### src/rtl/clint_timer.sv
// -----------------------------------------------------------------------------
// clint_timer
//
// Machine-level timer and software-interrupt source. Keeps the free-running
// 64-bit mtime counter (also exported to the CSR unit for TIME/TIMEH), holds
// the 64-bit mtimecmp compare value and the MSIP bit, and exposes all three as
// 32-bit memory-mapped registers on a simple valid/ready data bus.
//
// Register map (byte offsets, bits [1:0] of mem_addr ignored):
//   0x0000  MSIP            bit 0 only, other bits read 0
//   0x4000  MTIMECMP[31:0]
//   0x4004  MTIMECMP[63:32]
//   0xBFF8  MTIME[31:0]
//   0xBFFC  MTIME[63:32]
//   other   reads 0, writes ignored, response still given
//
// Build option:
//   CLINT_MSIP_EN  defined   -> MSIP register implemented, drives soft_irq
//                  undefined -> offset 0x0000 is unmapped, soft_irq tied 0
//
// Parameters:
//   TICK_DIV  clock cycles per mtime increment (>= 1)
//   ADDR_W    width of the decoded bus offset
//
// Ports:
//   clock      in   system clock
//   reset      in   synchronous, active-high reset
//   mem_valid  in   bus request
//   mem_we     in   1 = write, 0 = read
//   mem_addr   in   byte offset
//   mem_wdata  in   write data
//   mem_wstrb  in   byte enables for writes
//   mem_ready  out  one-cycle response strobe, one cycle after acceptance
//   mem_rdata  out  read data, valid while mem_ready = 1
//   mtime      out  current timer value
//   timer_irq  out  MTIP, registered (mtime >= mtimecmp)
//   soft_irq   out  MSIP bit 0
// -----------------------------------------------------------------------------
module clint_timer #(
  parameter int TICK_DIV = 1,
  parameter int ADDR_W   = 16
) (
  input  logic              clock,
  input  logic              reset,
  input  logic              mem_valid,
  input  logic              mem_we,
  input  logic [ADDR_W-1:0] mem_addr,
  input  logic [31:0]       mem_wdata,
  input  logic [3:0]        mem_wstrb,
  output logic              mem_ready,
  output logic [31:0]       mem_rdata,
  output logic [63:0]       mtime,
  output logic              timer_irq,
  output logic              soft_irq
);

  // Prescaler width; a one-bit counter is kept even when TICK_DIV = 1 so the
  // terminal-count compare below stays uniform (it is then always true).
  localparam int DIV_W = (TICK_DIV > 1) ? $clog2(TICK_DIV) : 1;
  localparam logic [DIV_W-1:0] DIV_LAST = DIV_W'(TICK_DIV - 1);

  localparam logic [ADDR_W-1:0] OFF_MSIP     = ADDR_W'('h0000);
  localparam logic [ADDR_W-1:0] OFF_MTCMP_LO = ADDR_W'('h4000);
  localparam logic [ADDR_W-1:0] OFF_MTCMP_HI = ADDR_W'('h4004);
  localparam logic [ADDR_W-1:0] OFF_MTIME_LO = ADDR_W'('hBFF8);
  localparam logic [ADDR_W-1:0] OFF_MTIME_HI = ADDR_W'('hBFFC);
  localparam logic [ADDR_W-1:0] WORD_MASK    = ~ADDR_W'(3);

  // Bus FSM encoding
  localparam logic [0:0] IDLE = 1'b0;
  localparam logic [0:0] RESP = 1'b1;

  logic [0:0]       state;
  logic [DIV_W-1:0] div_cnt;
  logic [63:0]      mtimecmp;

  logic [ADDR_W-1:0] addr_word;
  logic              accept;
  logic              wr;
  logic              sel_mtcmp_lo;
  logic              sel_mtcmp_hi;
  logic              sel_mtime_lo;
  logic              sel_mtime_hi;
  logic [31:0]       rd_word;

  // Replace the enabled bytes of a 32-bit word with the write data.
  function automatic logic [31:0] byte_merge(input logic [31:0] cur,
                                             input logic [31:0] wdata,
                                             input logic [3:0]  strb);
    logic [31:0] res;
    res = cur;
    for (int b = 0; b < 4; b++) begin
      if (strb[b]) res[8*b +: 8] = wdata[8*b +: 8];
    end
    return res;
  endfunction

  // Address decode. Masking rather than slicing keeps every address bit
  // in the expression while ignoring the byte-lane bits.
  assign addr_word    = mem_addr & WORD_MASK;
  assign sel_mtcmp_lo = (addr_word == OFF_MTCMP_LO);
  assign sel_mtcmp_hi = (addr_word == OFF_MTCMP_HI);
  assign sel_mtime_lo = (addr_word == OFF_MTIME_LO);
  assign sel_mtime_hi = (addr_word == OFF_MTIME_HI);

  // A request is only taken in IDLE; a valid held through RESP waits for
  // the next IDLE cycle, giving one access per two cycles at best.
  assign accept = mem_valid && (state == IDLE);
  assign wr     = accept && mem_we;

  // ---------------------------------------------------------------------------
  // MSIP (optional)
  // ---------------------------------------------------------------------------
`ifdef CLINT_MSIP_EN
  logic msip;
  logic sel_msip;

  assign sel_msip = (addr_word == OFF_MSIP);

  always_ff @(posedge clock) begin
    if (reset) begin
      msip <= 1'b0;
    end else if (wr && sel_msip && mem_wstrb[0]) begin
      msip <= mem_wdata[0];
    end
  end

  assign soft_irq = msip;
`else
  assign soft_irq = 1'b0;
`endif

  // ---------------------------------------------------------------------------
  // Read mux: sees the registers before any update at this edge.
  // ---------------------------------------------------------------------------
  always_comb begin
    rd_word = 32'h0;
`ifdef CLINT_MSIP_EN
    if (sel_msip) rd_word = {31'h0, msip};
`endif
    if (sel_mtcmp_lo) rd_word = mtimecmp[31:0];
    if (sel_mtcmp_hi) rd_word = mtimecmp[63:32];
    if (sel_mtime_lo) rd_word = mtime[31:0];
    if (sel_mtime_hi) rd_word = mtime[63:32];
  end

  // ---------------------------------------------------------------------------
  // mtime and prescaler
  // ---------------------------------------------------------------------------
  // A bus write to either half takes the place of the tick for that cycle and
  // restarts the prescaler; the untouched half keeps its value (no carry).
  always_ff @(posedge clock) begin
    if (reset) begin
      mtime   <= 64'h0;
      div_cnt <= '0;
    end else if (wr && sel_mtime_lo) begin
      mtime[31:0] <= byte_merge(mtime[31:0], mem_wdata, mem_wstrb);
      div_cnt     <= '0;
    end else if (wr && sel_mtime_hi) begin
      mtime[63:32] <= byte_merge(mtime[63:32], mem_wdata, mem_wstrb);
      div_cnt      <= '0;
    end else if (div_cnt == DIV_LAST) begin
      // Natural 64-bit wrap from all-ones to zero.
      mtime   <= mtime + 64'd1;
      div_cnt <= '0;
    end else begin
      div_cnt <= div_cnt + DIV_W'(1);
    end
  end

  // ---------------------------------------------------------------------------
  // mtimecmp
  // ---------------------------------------------------------------------------
  always_ff @(posedge clock) begin
    if (reset) begin
      mtimecmp <= 64'hFFFF_FFFF_FFFF_FFFF;
    end else if (wr && sel_mtcmp_lo) begin
      mtimecmp[31:0] <= byte_merge(mtimecmp[31:0], mem_wdata, mem_wstrb);
    end else if (wr && sel_mtcmp_hi) begin
      mtimecmp[63:32] <= byte_merge(mtimecmp[63:32], mem_wdata, mem_wstrb);
    end
  end

  // ---------------------------------------------------------------------------
  // Timer interrupt: registered unsigned compare of the current registers,
  // so it trails any change of mtime or mtimecmp by one cycle.
  // ---------------------------------------------------------------------------
  always_ff @(posedge clock) begin
    if (reset) begin
      timer_irq <= 1'b0;
    end else begin
      timer_irq <= (mtime >= mtimecmp);
    end
  end

  // ---------------------------------------------------------------------------
  // Bus FSM and read-data capture
  // ---------------------------------------------------------------------------
  // Reset wins over an acceptance in the same cycle, so an aborted request
  // neither writes (register blocks above check reset first) nor responds.
  always_ff @(posedge clock) begin
    if (reset) begin
      state     <= IDLE;
      mem_rdata <= 32'h0;
    end else begin
      case (state)
        IDLE: begin
          if (mem_valid) begin
            mem_rdata <= rd_word;
            state     <= RESP;
          end
        end
        RESP:    state <= IDLE;
        default: state <= IDLE;
      endcase
    end
  end

  assign mem_ready = (state == RESP);

endmodule

### config.mk
export PLATFORM = sky130hd
export DESIGN_NAME = clint_timer
export DESIGN_NICKNAME = d
export VERILOG_FILES = /design/src/rtl/clint_timer.sv
export SDC_FILE = /design/constraint.sdc
export NUM_CORES = 1
export LEC_CHECK = 0
export ABC_CLOCK_PERIOD_IN_PS = 4300
export CORE_AREA = 2 2 127 154
export CTS_CLUSTER_DIAMETER = 50
export DETAILED_ROUTE_END_ITERATION = 12
export DIE_AREA = 0 0 129 156
export PLACE_DENSITY = 0.81
export SLEW_MARGIN = 10
export SYNTH_ARGS = -nofsm -noshare
export SYNTH_HDL_FRONTEND = slang
export SYNTH_SLANG_ARGS = --single-unit
### constraint.sdc
create_clock -name clock -period 4.3 [get_ports clock]
set_clock_uncertainty 0.15 [all_clocks]
set_input_delay 0.645 -clock clock [delete_from_list [all_inputs] [get_ports clock]]
set_output_delay 0.645 -clock clock [all_outputs]
set_load 0.05 [all_outputs]
Word-level counts from Yosys, hierarchy flattened
Cells that the tools add are included.
{"block": "totals", "reg_bits": 163, "input_bits": 56, "out_inout_bits": 99, "elab_cells": 80}
{"block": "op_classes", "addsub": 2, "magnitude_cmp": 1, "eq_ne": 15, "n_mux": 14, "n_bitwise": 4, "reduce_logical": 24}
{"cell": "$mux 32", "n": 7}
{"cell": "$add 64x1->64 const B", "n": 1}
{"cell": "$ge 64x64->1", "n": 1}
{"cell": "$mux 64", "n": 1}
{"cell": "$reduce_and 3->1", "n": 12}
{"cell": "$mux 8", "n": 4}
{"cell": "$eq 14x13->1 const B", "n": 2}
{"cell": "$eq 14x14->1 const B", "n": 2}
{"cell": "$ne 2x2->1 const B", "n": 9}
{"cell": "$reduce_and 2->1", "n": 5}
{"cell": "$logic_and 1x1->1", "n": 6}
{"cell": "$ne 2x1->1 const B", "n": 2}
{"cell": "$not 1->1", "n": 4}
{"cell": "$reduce_or 4->1", "n": 1}
{"cell": "$pmux 1 s2", "n": 1}
{"cell": "$add 1x1->1 const B", "n": 1}
{"cell": "$mux 1", "n": 1}

Depth between registers and ports, before layout
{"block": "depth", "word_depth": 6, "mapped_depth": 9, "ltp_nobuf": 8}

Worst setup path before layout
OpenSTA, ideal clock, no wires.
{"block": "synth_timing", "path_kind": "flip-flop to flip-flop", "start": "register mtime[0]", "end": "register mtime[58]", "setup_time_ns": 0.086, "arrival_ns": 2.451, "required_time_ns": 4.064, "setup_slack_ns": 1.614, "path_stages_with_launch": 8, "n_path_buf": 0, "synth_period_minus_slack_ns": 2.686, "cell_sequence": "dfxtp_1 -> ha_1 -> nand3_1 -> nor3_1 -> and4_1 -> nand3_1 -> a211o_1 -> a211oi_1"}
{"block": "synth_via", "elab_chain_cells": 3}
{"element": "start, declared", "line": "52", "text": "output logic [63:0] mtime,"}
{"element": "start signal, assigned", "line": "157", "text": "mtime[31:0] <= byte_merge(mtime[31:0], mem_wdata, mem_wstrb);"}
{"element": "start signal, assigned", "line": "164", "text": "mtime <= mtime + 64'd1;"}
{"element": "$add 64x1->64", "line": "164"}
{"element": "$mux 64", "line": "162", "text": "end else if (div_cnt == DIV_LAST) begin"}
{"element": "$mux 32", "line": "159", "text": "end else if (wr && sel_mtime_hi) begin"}
Every way passes these cells. The select of a mux whose other input is x is not followed.
A chain may end at the register's enable or synchronous reset.

Final worst setup path
{"block": "layout_timing", "start": "register mtime[4]", "end": "register mtime[47]"}
Same word-level chain as after synthesis.

==> qor.csv <==
metric,value,unit
clock slew at reported path FFs,0.07,ns
die area,0.02012,mm^2
total CTS buffers,17,
DR WL/cell,21.96,um
Worst Path Arrival,3.52,ns
TritonRoute pass-1 iters,6,
Die Width,129,um
vias,11420,
Hold Path Class,reg -> reg,
detailed router's first-iteration violation count,1520,
total clock sinks,163,
# nets final,1564,
Slew Limit Fails,0,
CP top delay family,simple AND/OR/NAND/NOR gates,
Starting Density,0.5522,
Critical Path Max Stage Delay,0.80,ns
R2R cell count,6,
routed wire length,37.59,mm
"Req. time, crit path",4.44,ns
Final setup violation count,0,
sequential fraction of the synthesis area,0.3169,
Avg Inst Size Synth,7.679,um^2
diode count,0,
utilization after layout,0.6739,
worst slew pin tran,1.176,ns
combinational power share,0.084,
worst path cell trace,nand3_1 > nor4_2 > and4_1 > a41oi_1 > o31ai_1 > a21oi_1,
Mapped Area,0.01030,mm^2
Area Overhead vs Synth,22.04,%
final worst slack,0.9171,ns
FMAX,295.6,MHz
"commonest non-fill, non-tap cell in the layout",dfxtp_1,
setup TNS,0,ns
period utilization,0.7867,
Synth area leader,dfxtp_1,
CP Class,reg -> reg,
Post-DP HPWL,26.64,mm
ranking of synthesized cells by area,"dfxtp_1, ha_1, nand2_1, a21oi_1, o211ai_1",
"Clk Latency, worst-skew pair",0.44,ns
"reg-to-reg slack, setup",0.92,ns
Crit Reg-Reg Startpoint,mtime[4],
synthesized flop and latch total,163,
Netlist cell types,69,
Int Pwr,2.437,mW
Post-synth EDFFs,0,
"Buf+Inv Stages, Crit Path",0,
DR DRC count,0,
worst-path fanout max,12,
Worst path depth,6,
share of power burned in registers,0.461,
core area,0.01865,mm^2
Switch Pwr,0.8899,mW
Mapped Cells,1341,
largest net degree at the start of global routing,71,
Most used DFF post-synth,dfxtp_1,
Via-to-Cell Ratio,6.671,
Slew HR,0.2091,
maximum vdd drop,0.0002853,V
buffer depth of the longest clock path,2,
GRT Residual Overflow,0,
antenna violations before repair,0,
Yosys warning count,0,
Critical Path End,mtime[47],
gr usage total,0.3722,
CTS tree,built,
sequential cell area,0.003263,mm^2
CP Launch Type,flip-flop,
PortBufs,151,
Leakage Power,5.127,nW
clk root buf,clkbuf_16,
ys async rst share,0,
crit path max-delay cell type,nor4_2,
max-cap viol count,0,
Die Height,156,um
Multi-input gate area,0.006381,mm^2
vias in the first global route,10600,
Setup crit end kind,flip-flop,
"Hold-fix buffers, CTS",0,
CP startpoint,mtime[4],
Clock power frac,0.456,
first-pass GRT wire length,58.36,mm
fin crit period,3.383,ns
RSZ-0062 raised after global routing,no,
post-route ant nets,0,
outcome,completed,
Final Hold Fails,0,
share of the synthesized area in the top cell type,0.3169,
total power,3.327,mW
Pwr per Cell Area,264.8,mW/mm^2
# fillers,1589,
H-tree level count,4,
setup slack at placement,0.7682,ns
reg2reg end,mtime[47],
most frequent cells in the layout,"dfxtp_1, nand2_1, clkdlybuf4s50_1",
post_cts resized,0,
I/O pin cnt,155,
placer congestion estimate,0.9547,
ratio of cells with drive above 1 in the final layout,0.05975,
post-CTS setup buffer count,0,
switching share of power,0.2674,
row cnt,55,
## worst reg2reg max path: stages (launching register included)
cell     delay [ns]
dfxtp_1        0.54
nand3_1        0.38
nor4_2         0.81
and4_1         0.72
a41oi_1        0.25
o31ai_1        0.29
a21oi_1        0.09
## flip-flops by register name (all words and copies together) (netlist names)
register / count
div_cnt: 1
mtime: 64
mem_ready: 1
mem_rdata: 32
timer_irq: 1
mtimecmp: 64
## kinds of logic (layout without fill, tap and decap cells)
group           count (synthesis)  count (layout)  share of synthesized area
buf+inv                       172             286                    0.06622
simple gates                  481             481                     0.2379
other cells                     1               2                  0.0003642
flops                         163             163                     0.3169
xor+xnor                        1               1                  0.0008507
compound gates                452             452                     0.2926
mux                             6               6                   0.006197
fa+ha+maj                      65              65                    0.07898
## cell type report
type,count,area share
Sequential cell,163,0.2597
Multi-Input combinational cell,1007,0.5078
Inverter,70,0.02091
Timing Repair Buffer,184,0.1408
Clock buffer,19,0.03524
Clock inverter,13,0.01016
Tap cell,256,0.02549
## how the worst min path moves through the flow
stage	slack, ns	startpoint	cells after the start	endpoint
global placement	0.29	mem_rdata[0]	2	mem_rdata[0]
finish	0.30	mem_rdata[27]	2	mem_rdata[27]
CTS	0.30	mem_rdata[27]	2	mem_rdata[27]
floorplan	0.31	mtimecmp[7]	2	mtimecmp[7]
global route	0.33	mem_rdata[25]	2	mem_rdata[25]
detailed placement	0.29	mem_rdata[27]	2	mem_rdata[27]
## per-layer routing
| layer | track usage | part of all wire | vias up |
|---|---|---|---|
| met4 | 0.2340 | 0.059 | 0 |
| met5 | 0 | 0 | - |
| li1 | - | - | 5228 |
| met3 | 0.06447 | 0.094 | 158 |
| met2 | 0.6032 | 0.47 | 734 |
| met1 | 0.4559 | 0.38 | 5300 |
## power by group through the flow
stage	clock (mW)	combinational, mW	sequential (mW)
6_report	1.52	0.278	1.53
2_1_floorplan	0	0.0890	1.61
5_1_grt	1.57	0.291	1.53
3_3_place_gp	0	0.270	1.57
3_5_place_dp	0	0.271	1.57
4_1_cts	1.51	0.272	1.53
## synthesized netlist by cell type, drive strengths merged, types with 2 or more instances
master  instances
a222oi         13
inv            70
a22o            5
nor3           20
or3            20
o211ai         65
and4           11
nor2b           4
buf            26
a211oi         31
a221oi         22
a22oi          19
a31o            2
o21a            3
nand2b          3
o41ai           3
and2           17
o31ai           5
nand2         157
nand3b          6
nand4          47
nor4b           2
mux2            3
ha             65
clkbuf         76
a21o           51
a41oi           2
nor3b           3
a211o           4
a32o            4
mux2i           3
nor2           91
a41o            2
nand3          45
a31oi          24
a21oi         115
dfxtp         163
o21ai          70
and3           28
nand4b          3
nor4           21
## per-stage QoR
stage                     area (um^2)  instances  hold slack (ns)
after floorplan                 10300       1342           0.3146
after global placement          12000       1680           0.2899
after detailed placement        12000       1680           0.2950
after CTS                       12570       1712           0.3032
after global routing            12570       1712           0.3294
final                           12570       1712           0.3014
(Power assumes the default switching activity.)
